===== src/rtl/branch_predictor_btb.sv =====
// Direct-mapped branch target buffer with a 2-bit saturating counter per entry.
// Lookup is combinational; resolved branches update the table and stats counters on CLK.
module branch_predictor_btb #(
    parameter int ENTRIES = 16
) (
    input  logic        CLK,
    input  logic        RST,
    input  logic [31:0] current_pc,
    output logic        predict_taken,
    output logic [31:0] target_addr,
    input  logic        update_predictor,
    input  logic [31:0] update_addr,
    input  logic [31:0] update_target,
    input  logic        prediction,
    input  logic        branch_result,
    output logic [31:0] update_count,
    output logic [31:0] mispredict_count
);

    localparam int IDX   = $clog2(ENTRIES);
    localparam int TAG_W = 30 - IDX;

    function automatic logic [1:0] ctr_inc(input logic [1:0] c);
        ctr_inc = (c == 2'b11) ? 2'b11 : c + 2'b01;
    endfunction

    function automatic logic [1:0] ctr_dec(input logic [1:0] c);
        ctr_dec = (c == 2'b00) ? 2'b00 : c - 2'b01;
    endfunction

    logic [ENTRIES-1:0] valid_q, valid_d;
    logic [TAG_W-1:0]   tag_q    [ENTRIES];
    logic [TAG_W-1:0]   tag_d    [ENTRIES];
    logic [31:0]        target_q [ENTRIES];
    logic [31:0]        target_d [ENTRIES];
    logic [1:0]         ctr_q    [ENTRIES];
    logic [1:0]         ctr_d    [ENTRIES];
    logic [31:0]        update_count_q, update_count_d;
    logic [31:0]        mispredict_count_q, mispredict_count_d;

    logic [IDX-1:0]     lk_idx_s;
    logic [TAG_W-1:0]   lk_tag_s;
    logic               lk_hit_s;
    logic [IDX-1:0]     up_idx_s;
    logic [TAG_W-1:0]   up_tag_s;
    logic               up_hit_s;
    logic               unused_pc_bits_s;

    // The low two PC bits never select an entry; fold them away explicitly.
    assign unused_pc_bits_s = ^{current_pc[1:0], update_addr[1:0]};

    // Fetch-side lookup reads the registered table, so it always sees pre-update contents.
    always_comb begin
        lk_idx_s      = current_pc[IDX+1:2];
        lk_tag_s      = current_pc[31:IDX+2];
        lk_hit_s      = valid_q[lk_idx_s] && (tag_q[lk_idx_s] == lk_tag_s);
        predict_taken = lk_hit_s && ctr_q[lk_idx_s][1];
        if (lk_hit_s) begin
            target_addr = target_q[lk_idx_s];
        end else begin
            target_addr = 32'd0;
        end
    end

    // Next-state for the table and statistics from the resolved-branch port.
    always_comb begin
        valid_d            = valid_q;
        tag_d              = tag_q;
        target_d           = target_q;
        ctr_d              = ctr_q;
        update_count_d     = update_count_q;
        mispredict_count_d = mispredict_count_q;
        up_idx_s           = update_addr[IDX+1:2];
        up_tag_s           = update_addr[31:IDX+2];
        up_hit_s           = valid_q[up_idx_s] && (tag_q[up_idx_s] == up_tag_s);
        if (update_predictor) begin
            update_count_d = update_count_q + 32'd1;
            if (prediction != branch_result) begin
                mispredict_count_d = mispredict_count_q + 32'd1;
            end else begin
                mispredict_count_d = mispredict_count_q;
            end
            case ({up_hit_s, branch_result})
                2'b11: begin
                    ctr_d[up_idx_s]    = ctr_inc(ctr_q[up_idx_s]);
                    target_d[up_idx_s] = update_target;
                end
                2'b10: begin
                    ctr_d[up_idx_s] = ctr_dec(ctr_q[up_idx_s]);
                end
                // A taken miss replaces the slot outright, dropping any previous history.
                2'b01: begin
                    valid_d[up_idx_s]  = 1'b1;
                    tag_d[up_idx_s]    = up_tag_s;
                    target_d[up_idx_s] = update_target;
                    ctr_d[up_idx_s]    = 2'b10;
                end
                default: begin
                    ctr_d[up_idx_s] = ctr_q[up_idx_s];
                end
            endcase
        end else begin
            update_count_d = update_count_q;
        end
    end

    // State registers; reset wins over any concurrent update.
    always_ff @(posedge CLK) begin
        if (RST) begin
            valid_q            <= '0;
            update_count_q     <= 32'd0;
            mispredict_count_q <= 32'd0;
            for (int i = 0; i < ENTRIES; i++) begin
                tag_q[i]    <= '0;
                target_q[i] <= 32'd0;
                ctr_q[i]    <= 2'b01;
            end
        end else begin
            valid_q            <= valid_d;
            update_count_q     <= update_count_d;
            mispredict_count_q <= mispredict_count_d;
            for (int i = 0; i < ENTRIES; i++) begin
                tag_q[i]    <= tag_d[i];
                target_q[i] <= target_d[i];
                ctr_q[i]    <= ctr_d[i];
            end
        end
    end

    assign update_count     = update_count_q;
    assign mispredict_count = mispredict_count_q;

endmodule


===== config.mk =====
export PLATFORM = sky130hd
export DESIGN_NAME = branch_predictor_btb
export DESIGN_NICKNAME = d
export VERILOG_FILES = /design/src/rtl/branch_predictor_btb.sv
export SDC_FILE = /design/constraint.sdc
export NUM_CORES = 2
export LEC_CHECK = 0
export ABC_AREA = 1
export BUFFER_PORTS_ARGS = -buffer_cell sky130_fd_sc_hd__buf_2
export CAP_MARGIN = 0
export CORE_MARGIN = 2
export CORE_UTILIZATION = 47
export CTS_BUF_LIST = sky130_fd_sc_hd__clkbuf_8
export CTS_CLUSTER_SIZE = 20
export DETAILED_ROUTE_END_ITERATION = 8
export SYNTH_ARGS = -nofsm -noshare
export SYNTH_HDL_FRONTEND = slang
export SYNTH_SLANG_ARGS = --single-unit

===== constraint.sdc =====
create_clock -name CLK -period 2.9 [get_ports CLK]
set_input_delay 0.29 -clock CLK [delete_from_list [all_inputs] [get_ports CLK]]
set_output_delay 0.29 -clock CLK [all_outputs]
set_load 0.03 [all_outputs]

== Word-level counts from Yosys, hierarchy flattened ==
Index checks and enable logic that the tools add are counted.
Word-level totals
  register bits after elaboration: 1040
  output and inout bits: 97
  bits of input ports: 101
  word-level logic and storage cells: 120
Cells by class
  mux-type cells: 36
  equality and inequality tests: 7
  bitwise gates (word level): 6
  reductions and logical operators: 10
  add/sub/neg operators: 4
  magnitude comparators: 6
Operators by type and width (count)
  $bwmux W512: 1
  $bwmux W416: 1
  $bmux W26 S4: 2
  $mux W26: 5
  $bmux W32 S4: 1
  $demux W32 S4: 1
  $mux W32: 4
  $demux W26 S4: 1
  $bwmux W32: 3
  $pmux W32 S3: 1
  $add A32 B1 Y32 const B: 2
  $eq A26 B26 Y1: 2
  $or A16 B16 Y16: 2
  $and A16 B16 Y16: 1
  $bmux W2 S4: 2
  $not A16 Y16: 1
  $mux W2: 7
  $ge A5 B5 Y1 const B: 2
  $lt A4 B5 Y1 const B: 2
  $not A4 Y5: 2
  $bmux W1 S4: 2
  $demux W2 S4: 1
  $eq A2 B2 Y1 const B: 3
  $reduce_and A2 Y1: 3
  11 further kinds: 17

== Logic depth before layout (Yosys ltp) ==
  depth after elaboration: 9
  mapped depth: 27
  gate-level depth less buffers: 22

== Worst setup path before layout ==
OpenSTA, ideal clock, no wires.
  kind: input to output
  start point: input port current_pc[3]
  end point: output port target_addr[10]
  setup slack: -0.094 ns
  cell stages on the path: 17
  arrival: 2.704 ns
  data required time: 2.610 ns
  buffers on the path: 4
  path through: buf_2 inv_1 clkbuf_1 buf_1 o21ai_0 o221ai_1 nand3_1 nand2_1 inv_1 nand2_1 o21ai_0 nor2_1 nand4_1 nor2_1 nand4_1 clkbuf_1 nor2_1
Between the ends
  cells in the longest elaborated chain, start to end: 7
  elaborated cells between the ends (all ways): 12
  those cells by class: eq/ne: 1; mux: 9; bitwise: 1; reduce/logical: 1
RTL lines
  start: declaration: RTL line 8  | input logic [31:0] current_pc,
  $not A4 Y5 (not written as such): RTL line 56, 59
  $bmux W26 S4: RTL line 56  | lk_hit_s = valid_q[lk_idx_s] && (tag_q[lk_idx_s] == lk_tag_s);
  $mux W26 (not written as such) (2 in series): RTL line 56
  $eq A26 B26 Y1: RTL line 56
  $logic_and A1 B1 Y1: RTL line 56
  $mux W32 (*): RTL line 58  | if (lk_hit_s) begin
  end: declaration: RTL line 10  | output logic [31:0] target_addr,
Mark *: on every way between the ends. The rest lies on a longest branch, timed or not. The select of a mux whose other input is x is not followed.

== Final worst setup path ==
  start point: register tag_q[151] (netlist name)
  end point: output port target_addr[1]
Between the ends
  cells in the longest elaborated chain, start to end: 6
RTL lines
  start: declaration: RTL line 32  | logic [TAG_W-1:0] tag_q [ENTRIES];
  start signal: indexed assignment: RTL line 123  | tag_q[i] <= tag_d[i];
  $bmux W26 S4: RTL line 56
  $mux W26 (not written as such) (2 in series): RTL line 56
  $eq A26 B26 Y1: RTL line 56
  $logic_and A1 B1 Y1: RTL line 56
  $mux W32: RTL line 58
Every way passes these cells. The select of a mux whose other input is x is not followed.

==> results.json <==
{
  "postLayoutCellArea_um2": 65500,
  "io_pins": 198,
  "ys_types": 44,
  "worstSetupPathType": "register to primary output",
  "syn_area_per_cell_um2": 6.51,
  "synth.top_cell.area_share_pct": 38.4,
  "dr.pass1.iters": 7,
  "crit_fanout": 8,
  "async_reset_ff_share_pct": 0,
  "drt_iter0_drc": 7276,
  "fin_cells": 10210,
  "finalPower_mw": 32.5,
  "antenna_left": 0,
  "setup_tns_ns": -23.14,
  "floorplan.initialDensity_pct": 47.4,
  "wl_per_cell_um": 22.9,
  "fin_nets": 8648,
  "placed_cell_area_um2": 59800,
  "wirelength_um": 234000,
  "drc_errors": 0,
  "fp-row-count": 124,
  "hold_violations": 0,
  "placedCellCount": 9786,
  "cp-start-kind": "register",
  "grt_use_total_pct": 37.9,
  "rsz0062_at_grt": "yes",
  "p_leak_nw": 25.8,
  "fmax_ghz": 0.275,
  "yosys.area.top_type": "dfxtp_1",
  "slew_viol_final": 0,
  "clock_skew_ns": 0.0438,
  "die_area_um2": 118000,
  "netlist_top_cells_area": "dfxtp_1 (38%), a21oi_1 (12%), nand2_1 (11%)",
  "die_w_um": 344,
  "finalWeightedCongestion": 0.993,
  "clockBufferDepth": 3,
  "worst_slack_ns": -0.731,
  "drive_gt1_share_pct": 14.3,
  "clk-insertion-delay-late_ns": 0.95,
  "synth_seq_area_share_pct": 38.4,
  "synthTopCellsByCount": "nand2_1 (1,626), a21oi_1 (1,342), dfxtp_1 (1,040), o21ai_0 (961), nor2_1 (707)",
  "cts_root_buf": "clkbuf_8",
  "core-area_um2": 114000,
  "end_kind": "primary output",
  "die_h_um": 344,
  "powerDensity_nw_per_um2": 496,
  "worstPathRequired_ns": 2.61,
  "synth_area_um2": 54200,
  "grt_overflow_total": 0,
  "grt_max_degree": 153,
  "vias_per_cell": 5.95,
  "yosysMostFrequentCell": "nand2_1",
  "maxCapViolations": 0,
  "syn2layout_area_growth_pct": 20.8,
  "hold_class": "primary input to register",
  "slew_headroom_pct": 30.9,
  "cts_tree": "yes",
  "htreeDepth": 4,
  "cts_sinks": 1040,
  "vias": 60712,
  "status": "finished, violations left",
  "arrival_ns": 3.34,
  "final.fill_count": 11107,
  "grt_first_pass_wirelength_um": 344000,
  "io_buffers": 193,
  "grt_pass1_vias": 54958,
  "yosys_register_bits": 1040,
  "dp_hpwl_um": 138000,
  "syn_inst": 8325,
  "ir_worst_vdd_mv": 0.520,
  "violations": "negative setup slack",
  "fin_util_pct": 57.3,
  "syn_nets": 8428,
  "clkTransAtPathRegs_ns": 0.07,
  "timing.final.crit_share_pct": 125,
  "yosysWarningCount": 0,
  "period_minus_slack_ns": 3.63,
  "cts-buffers-inserted": 183,
  "worstMarginPinSlew_ns": 1.04,
  "finalSetupViolCount": 33,
  "synth_edf_count": 0,
  "synth_ff_type": "dfxtp_1",
  "antenna_found_initial": 14
}
## path summary, 6_finish.rpt
| check | depth (start not counted) | slack, ns | endpoint | from |
|---|---|---|---|---|
| worst min-delay path | 6 | 0.15 | ctr_q[8] | branch_result |
| worst min register to register | 2 | 0.44 | target_q[333] | target_q[333] |
| worst max-delay path | 12 | -0.73 | target_addr[1] | tag_q[151] |
| worst max register to register | 20 | 0.06 | tag_q[39] | valid_q[13] |
## flip-flops by register name, indices dropped and copies added, names as in the netlist
name,flops
target_q,512
update_count,32
ctr_q,32
tag_q,416
mispredict_count,32
valid_q,16
## routing by layer
| metal | vias to the layer above | routed length, um | global-route usage [%] |
|---|---|---|---|
| met5 | - | 41 | 0 |
| li1 | 28417 | - | - |
| met4 | 6 | 13000 | 20.3 |
| met3 | 716 | 23200 | 7.04 |
| met1 | 28218 | 95000 | 50.3 |
| met2 | 3355 | 102000 | 58.3 |
## critical path, cell delays in order (launching register included)
cell and delay, ns:
dfxtp_1 0.33, o21ai_0 0.17, o221ai_1 0.12, a21oi_1 0.25, a31oi_2 0.07, xor2_1 0.17, nor3_2 0.26, buf_4 0.19
nand4_1 0.14, buf_12 0.20, buf_16 0.20, nor2_2 0.13, buf_6 0.14
## timing repair
| item | CTS | global route |
|---|---|---|
| gates resized for setup | 88 | 292 |
| endpoints found under the setup margin | 33 | 429 |
| gates cloned | 3 | 11 |
| hold buffers | 61 | 0 |
| buffers inserted | 2 | 17 |
| pin swaps | 4 | 58 |
| hold endpoints to repair | 994 | 0 |
## layout make-up
| cell class | instances | area [um^2] | share of cell area (%) |
|---|---|---|---|
| clock buffers | 223 | 3070 | 4.68 |
| well taps | 1512 | 1890 | 2.89 |
| flip-flops and latches | 1040 | 20800 | 31.8 |
| multi-input cells | 5903 | 28900 | 44.1 |
| clock inverters | 106 | 537 | 0.819 |
| inverters | 618 | 2360 | 3.61 |
| repair buffers | 799 | 7940 | 12.1 |
| diodes | 9 | 22.5 | 0.0344 |
## cell families after synthesis
| family | Yosys count | synth area share, % |
|---|---|---|
| flip-flops | 1040 | 38.4 |
| adder cells (fa/ha/maj) | 2 | 0.0461 |
| AO/OA/AOI/OAI | 2800 | 27.9 |
| XOR/XNOR | 20 | 0.323 |
| AND/OR/NAND/NOR | 3081 | 23.3 |
| buffers and inverters | 1382 | 10.0 |
## layout by cell type (no fill, tap or decap), drive strengths merged, types with 2 or more instances in the layout
cell / Yosys / layout
o211ai: 63 / 63
a21oi: 1342 / 1342
o31ai: 260 / 260
and2: 3 / 3
nor4: 5 / 5
a31oi: 5 / 5
clkbuf: 578 / 234
nor3b: 5 / 5
dfxtp: 1040 / 1040
o21ai: 1025 / 1025
clkinvlp: 0 / 3
a31o: 16 / 16
nor3: 45 / 45
clkinv: 2 / 21
o21bai: 11 / 11
ha: 2 / 2
o22ai: 34 / 34
a211oi: 4 / 4
xnor2: 7 / 7
nand4: 53 / 53
o221ai: 30 / 30
nand3: 623 / 623
nor2: 716 / 716
o21a: 6 / 6
a22oi: 2 / 2
buf: 186 / 727
xor2: 13 / 13
nand2: 1630 / 1630
dlygate4sd3: 0 / 61
diode: 0 / 9
inv: 616 / 700
## per-stage QoR
step | setup WS [ns] | hold WS [ns]
floorplan | -0.0939 | 0.425
global placement | -0.480 | 0.432
detailed placement | -0.557 | 0.437
CTS | -0.745 | 0.0456
global route | -0.836 | 0.174
finish | -0.731 | 0.149
## report_power, final
part | internal (mW) | switching [mW] | total (mW)
clock | 6.98 | 6.69 | 13.7
combinational | 1.35 | 2.91 | 4.26
sequential | 14.5 | 0.108 | 14.6
total | 22.8 | 9.72 | 32.5
Note: power is estimated with default switching activity, not from simulation.
